[src/rtl/moore_seq_detector.sv]
// Moore-type serial pattern detector with a KMP transition table built at
// elaboration, optional overlapping matches, a valid qualifier and a
// saturating match counter.
// Optional feature macro: MOORE_SEQ_DET_STICKY_EN (enables the sticky 'seen' flag).
module moore_seq_detector #(
    parameter int unsigned           PAT_LEN = 4,
    parameter logic [PAT_LEN-1:0]    PATTERN = 4'b1011,
    parameter bit                    OVERLAP = 1'b1,
    parameter int unsigned           CNT_W   = 8
) (
    input  logic             clk,
    input  logic             rst_n,
    input  logic             din_valid,
    input  logic             din,
    input  logic             clear,
    output logic             dout,
    output logic [CNT_W-1:0] match_cnt,
    output logic             cnt_sat,
    output logic             seen
);

    localparam int unsigned SW   = $clog2(PAT_LEN + 1);
    localparam int unsigned NENT = 2 ** (SW + 1);

    localparam logic [SW-1:0]    S_IDLE  = '0;
    localparam logic [SW-1:0]    S_ACC   = SW'(PAT_LEN);
    localparam logic [CNT_W-1:0] CNT_MAX = {CNT_W{1'b1}};

    // Table entry index is {state, din}; unused state encodings map to S0.
    typedef logic [SW-1:0] nxt_tbl_t [NENT];

    // Longest suffix of (first k pattern bits, b) that is also a pattern prefix.
    function automatic logic [SW-1:0] kmp_next(input int unsigned k, input logic b);
        int unsigned best;
        logic        ok;
        logic        sb;
        int unsigned idx;
        best = 0;
        for (int unsigned j = 1; j <= PAT_LEN; j++) begin
            if (j <= k + 1) begin
                ok = 1'b1;
                for (int unsigned m = 0; m < j; m++) begin
                    idx = k + 1 - j + m;
                    sb  = (idx == k) ? b : PATTERN[PAT_LEN-1-idx];
                    if (sb != PATTERN[PAT_LEN-1-m]) ok = 1'b0;
                end
                if (ok) best = j;
            end
        end
        return SW'(best);
    endfunction

    // Full next-state table; the accepting state restarts from S0 without overlap.
    function automatic nxt_tbl_t build_tbl();
        nxt_tbl_t    tbl;
        int unsigned k;
        int unsigned kk;
        for (int unsigned e = 0; e < NENT; e++) begin
            k = e / 2;
            if (k <= PAT_LEN) begin
                kk     = (k == PAT_LEN && !OVERLAP) ? 0 : k;
                tbl[e] = kmp_next(kk, (e % 2) == 1);
            end else begin
                tbl[e] = S_IDLE;
            end
        end
        return tbl;
    endfunction

    localparam nxt_tbl_t NXT_TBL = build_tbl();

    logic [SW-1:0]    state_q, state_d;
    logic [CNT_W-1:0] cnt_q, cnt_d;
    logic             sat_q;
    logic             dout_q;
    logic             hit_c;
    logic [SW:0]      tbl_idx_c;

    // Next state, match pulse and counter update; clear overrides a valid bit.
    always_comb begin
        state_d   = state_q;
        cnt_d     = cnt_q;
        hit_c     = 1'b0;
        tbl_idx_c = {state_q, din};
        if (clear) begin
            state_d = S_IDLE;
            cnt_d   = '0;
        end else if (din_valid) begin
            state_d = NXT_TBL[tbl_idx_c];
            if (state_d == S_ACC) begin
                hit_c = 1'b1;
                if (cnt_q != CNT_MAX) cnt_d = cnt_q + CNT_W'(1);
            end
        end
    end

    // State, counter and registered Moore outputs.
    always_ff @(posedge clk or negedge rst_n) begin
        if (!rst_n) begin
            state_q <= S_IDLE;
            cnt_q   <= '0;
            sat_q   <= 1'b0;
            dout_q  <= 1'b0;
        end else begin
            state_q <= state_d;
            cnt_q   <= cnt_d;
            sat_q   <= (cnt_d == CNT_MAX);
            dout_q  <= (state_d == S_ACC);
        end
    end

    assign dout      = dout_q;
    assign match_cnt = cnt_q;
    assign cnt_sat   = sat_q;

`ifdef MOORE_SEQ_DET_STICKY_EN
    logic seen_q;

    // Sticky flag: set on any match, cleared only by clear or reset.
    always_ff @(posedge clk or negedge rst_n) begin
        if (!rst_n) begin
            seen_q <= 1'b0;
        end else if (clear) begin
            seen_q <= 1'b0;
        end else if (hit_c) begin
            seen_q <= 1'b1;
        end
    end

    assign seen = seen_q;
`else
    assign seen = 1'b0;
`endif

endmodule

[config.mk]
export PLATFORM = sky130hd
export DESIGN_NAME = moore_seq_detector
export DESIGN_NICKNAME = d
export VERILOG_FILES = /design/src/rtl/moore_seq_detector.sv
export SDC_FILE = /design/constraint.sdc
export NUM_CORES = 1
export LEC_CHECK = 0
export CAP_MARGIN = 20
export CORE_MARGIN = 2
export CORE_UTILIZATION = 52
export CTS_BUF_LIST = sky130_fd_sc_hd__clkbuf_8
export CTS_CLUSTER_SIZE = 14
export DETAILED_ROUTE_END_ITERATION = 12
export GPL_TIMING_DRIVEN = 0
export PLACE_DENSITY = 0.8
export SLEW_MARGIN = 20
export SYNTH_ARGS = -nofsm -noshare
export SYNTH_HDL_FRONTEND = slang
export SYNTH_SLANG_ARGS = --single-unit
[constraint.sdc]
create_clock -name clk -period 2.88 [get_ports clk]
set_clock_uncertainty 0.2 [all_clocks]
set_input_delay 0.576 -clock clk [delete_from_list [all_inputs] [get_ports clk]]
set_output_delay 0.576 -clock clk [all_outputs]
set_load 0.02 [all_outputs]
### Yosys cells after proc, flatten, opt, wreduce, memory -nomap -nowiden

Memory sizes are Yosys's and may differ from the RTL's.
Index checks and enable logic that the tools add are counted.

| storage, ports and cells | value |
|---|---|
| word-level logic and storage cells | 20 |
| input port bits | 5 |
| memory bits (read-only) | 48 |
| memories | 1 |
| bits in registers | 13 |
| output and inout port bits | 11 |

Memory list:

| memory | words | bits a word | rd ports | clocked after memory_dff | wr ports | RTL line | RTL |
|---|---|---|---|---|---|---|---|
| (no name shown) | 16 | 3 | 1 | 0 | 0 | 89 | `state_d = NXT_TBL[tbl_idx_c];` |

| operators by class | value |
|---|---|
| equal/unequal tests | 4 |
| $lt $le $gt $ge | 1 |
| bitwise gates (word level) | 1 |
| add/subtract/negate cells | 1 |
| mux-type cells | 8 |

Operators with widths:

| kind | number |
|---|---|
| $mux W8 | 4 |
| $mux W3 | 4 |
| $add A8 B1 Y8 const B | 1 |
| $eq A8 B8 Y1 const B | 1 |
| $ne A8 B8 Y1 const B | 1 |
| $eq A3 B3 Y1 const B | 2 |
| $ge A5 B5 Y1 const B | 1 |
| $not A4 Y5 | 1 |

### Longest topological paths before layout

| logic depth | value |
|---|---|
| word-level depth | 9 |
| mapped depth | 8 |
| gate-level depth less buffers | 7 |

### Least setup slack after synthesis

Ideal clock, no wire load.

| timing path | value |
|---|---|
| kind | in2reg |
| start point | in din |
| end point | reg cnt_q[5] (netlist: match_cnt[5]) |
| data required time | 2547 ps |
| data arrival time | 2092 ps |
| stages on the path | 8 |
| library setup time | 133 ps |
| setup slack | 455 ps |
| path buffers | 1 |
| path through | inv_1 > ha_1 > or3_4 > or2_1 > buf_6 > nor4_1 > xnor2_1 > nor2_1 |

| on the way | value |
|---|---|
| cells in the longest elaborated chain, start to end | 8 |

RTL lines:

| what | RTL line | RTL |
|---|---|---|
| from (decl) | 14 | `input logic din,` |
| $not A4 Y5 (not written as such) | 89 |  |
| $mem_v2 Z16 W3 | -- |  |
| $mux W3 (not written as such) (2 in series) | 89 |  |
| $eq A3 B3 Y1 | 90 | `if (state_d == S_ACC) begin` |
| $mux W8 | 90 |  |
| $mux W8 | 88 | `end else if (din_valid) begin` |
| $mux W8 | 85 | `if (clear) begin` |
| via cnt_d[5] | 73 | `logic [CNT_W-1:0] cnt_q, cnt_d;` |
| to (signal assigned) | 106 | `cnt_q <= cnt_d;` |
| to (decl) | 73 |  |

The timed path passes the listed nets, and every way through them passes these cells. The select of a mux whose other input is x is not followed.

### Worst setup path in the final report

| timing path | value |
|---|---|
| start point | in din |
| end point | reg cnt_q[7] (netlist: match_cnt[7]) |

The elaborated chain is that of the path after synthesis.

==> metrics.cfg <==
[run_status]
status = complete, no violations

[detailed_routing]
routed_wl_microns = 1740
dr.first_iter.drc_count = 16
viasPerCell = 5.68
drtAntennaViolNets = 0
drc = 0
num_vias = 710
detail_route.wl_per_cell_microns = 13.9
first_pass_iters = 4

[setup_path]
cp_num_buf_inv = 3
crit_fanout = 7
critPathArrivalTime_ns = 2.37
critPathMaxStageDelay_ns = 0.36
crit_path_top_delay_cell = or3_4
critPathTopFamily = simple AND/OR/NAND/NOR gates
startpoint_type = input port
crit_path_end_kind = flop
worstPathCellList = dlymetal6s2s_1 -> inv_1 -> ha_1 -> or3_4 -> or2_1 -> buf_6 -> nor3_1 -> mux2i_1 -> nor2_1
crit_type = in -> reg
required_ns = 2.79

[synth]
synthTopCellsByArea = dfrtp_1 (39%), ha_1 (7.5%), nor2_1 (6.3%)
ys_ff_latch = 13
synth_most_common_cell = nor2_1
synthFlopType = dfrtp_1
synth_cell_types = 35
avgSynthCellArea_sq_um = 9.17
synth_top_area_cell = dfrtp_1
async_flop_share_pct = 100
synth_edf_count = 0
ys_seq_area_share_pct = 39.0
yosys_warnings = 0
synthCells = 91
yosysTopAreaCellShare_pct = 39.0
mappedNetlistNets = 101
synth.cell_area_sq_um = 835
synthTopCellsByCount = nor2_1 (14), dfrtp_1 (13), nand3_1 (6), ha_1 (5)

[clock_tree]
clockBufferDepth = 2
numCtsBuffers = 3
cts_setup_buffers = 0
worstSkewPairLatency_ns = 0.24
clock_sinks = 13
clock-root-buffer = clkbuf_8
holdBufCountCts = 0
cts_tree = yes
cts-htree-levels = 1
path_clk_slew_ns = 0.05

[global_routing]
track_usage_pct = 21.3
grt_start_max_net_pins = 14
grt_pass1_wl_microns = 2920
grt_overflow = 0
antenna_found_initial = 0
first_global_vias = 678

[cells_and_area]
drive_gt1_share_pct = 9.17
fin_cells = 125
fin_util_pct = 69.6
syn_to_final_growth_pct = 25.6
diodes = 0
nets = 120

[power_and_ir_drop]
ir_worst_vdd_mv = 0.277
p_leak_nw = 0.445
powerDensity_nw_per_um2 = 362

[timing]
worst_pin_slew_ns = 0.597
slew_headroom_pct = 60.1
min_period_over_period_pct = 85.5
setup_viol = 0
hold_viol_final = 0
fmax_mhz = 406
rsz0062_at_grt = no
period_needed_ns = 2.46
drv_slew = 0

[die]
core_sq_um = 1510
die_h_microns = 44.1
chipWidth_microns = 44.1
io_pins = 16
row_count = 14
initial_core_util_pct = 55.4
fp.dieArea_sq_um = 1940

[placement]
dp_hpwl_microns = 1260
portBuffers = 14
gp_congestion = 0.854
dp.cells = 121

[worst_hold_path]
hold_path_class = reg -> reg

[flow_run]
max_cap_violations = 0

layout make-up:
cell class              count  area, sq um
multi-input cells          71          478
inverters                   3         11.3
flip-flops and latches     13          325
fillers                   125          458
clock inverters             1         3.75
repair buffers             14          143
well taps                  16         20.0
clock buffers               3         41.3
plain buffers               4         26.3
layer usage:
metal	share of wire [%]	track usage, %	vias up	wire (microns)
met4	2.6	12.7	0	45
met1	45	26.1	337	776
met3	4.1	4.08	5	71
li1	-	-	351	-
met2	48	34.7	17	841
met5	0	0	-	0
layout by cell type, fill, tap and decap left out, types with 2 or more instances in the layout:
cell type | synthesis | final
nor4_2 | 1 | 2
inv_1 | 3 | 4
a211oi_1 | 2 | 2
dfrtp_1 | 13 | 13
ha_1 | 5 | 5
a21oi_1 | 4 | 4
nor2b_1 | 3 | 3
nor2_1 | 14 | 14
clkbuf_1 | 2 | 2
xnor2_1 | 4 | 4
and3_1 | 2 | 2
nor3_1 | 3 | 3
clkdlybuf4s50_1 | 0 | 13
clkbuf_8 | 0 | 3
nand2_1 | 4 | 4
mux2i_1 | 3 | 3
xor2_1 | 2 | 2
nand3_1 | 6 | 6
what timing repair did:
action / CTS / global route
cloned: 0 / 0
endpoints found under the setup margin: 1 / 3
gates resized for setup: 1 / 1
report_power, final:
group / leakage, nW / internal, mW / switching (mW)
registers: 0.181 / 0.185 / 0.00222
clock network: 0.0269 / 0.0943 / 0.0661
logic: 0.238 / 0.0138 / 0.0188
total: 0.445 / 0.293 / 0.0871
flip-flops by register name, indices dropped and copies added (netlist names):
register,count
state_q,3
cnt_sat,1
match_cnt,8
dout,1
worst min-delay path, stage by stage (launching register included):
cell	delay, ns
dfrtp_1	0.42
o21ai_0	0.09
a21oi_1	0.07
cells by family after synthesis:
group | after synthesis | synth area share, %
buffers and inverters | 7 | 4.50
DFF | 13 | 39.0
and+or+nand+nor | 44 | 28.6
other | 1 | 0.449
adders and majority gates | 5 | 7.50
xor gates and xnor gates | 6 | 6.30
AOI/OAI and AO/OA | 11 | 8.70
muxes | 4 | 4.95
worst paths after layout:
kind                                        start                endpoint  slack (ns)  cells past startpoint
setup / recovery                              din  match_cnt[7]$_DFF_PN0_        0.42                      9
hold / removal             match_cnt[1]$_DFF_PN0_  match_cnt[1]$_DFF_PN0_        0.42                      2
setup reg to reg             state_q[0]$_DFF_PN0_  match_cnt[7]$_DFF_PN0_        0.53                      8
hold reg to reg            match_cnt[1]$_DFF_PN0_  match_cnt[1]$_DFF_PN0_        0.42                      2
max in group asynchronous                   rst_n    state_q[2]$_DFF_PN0_        1.58                      1
min in group asynchronous                   rst_n  match_cnt[5]$_DFF_PN0_        0.51                      1
metrics by stage:
stage | worst slack, ns | setup TNS, ns | instance area [sq um] | power (mW) | hold slack (ns)
2_1_floorplan | 0.455 | 0 | 835 | 0.207 | 0.0804
3_3_place_gp | -0.197 | -0.649 | 995 | 0.221 | 0.401
3_5_place_dp | -0.278 | -1.00 | 995 | 0.223 | 0.408
4_1_cts | 0.0153 | 0 | 1050 | 0.382 | 0.414
5_1_grt | 0.311 | 0 | 1050 | 0.396 | 0.464
6_report | 0.419 | 0 | 1050 | 0.380 | 0.418
No activity file was read; power rests on OpenSTA's default activity.
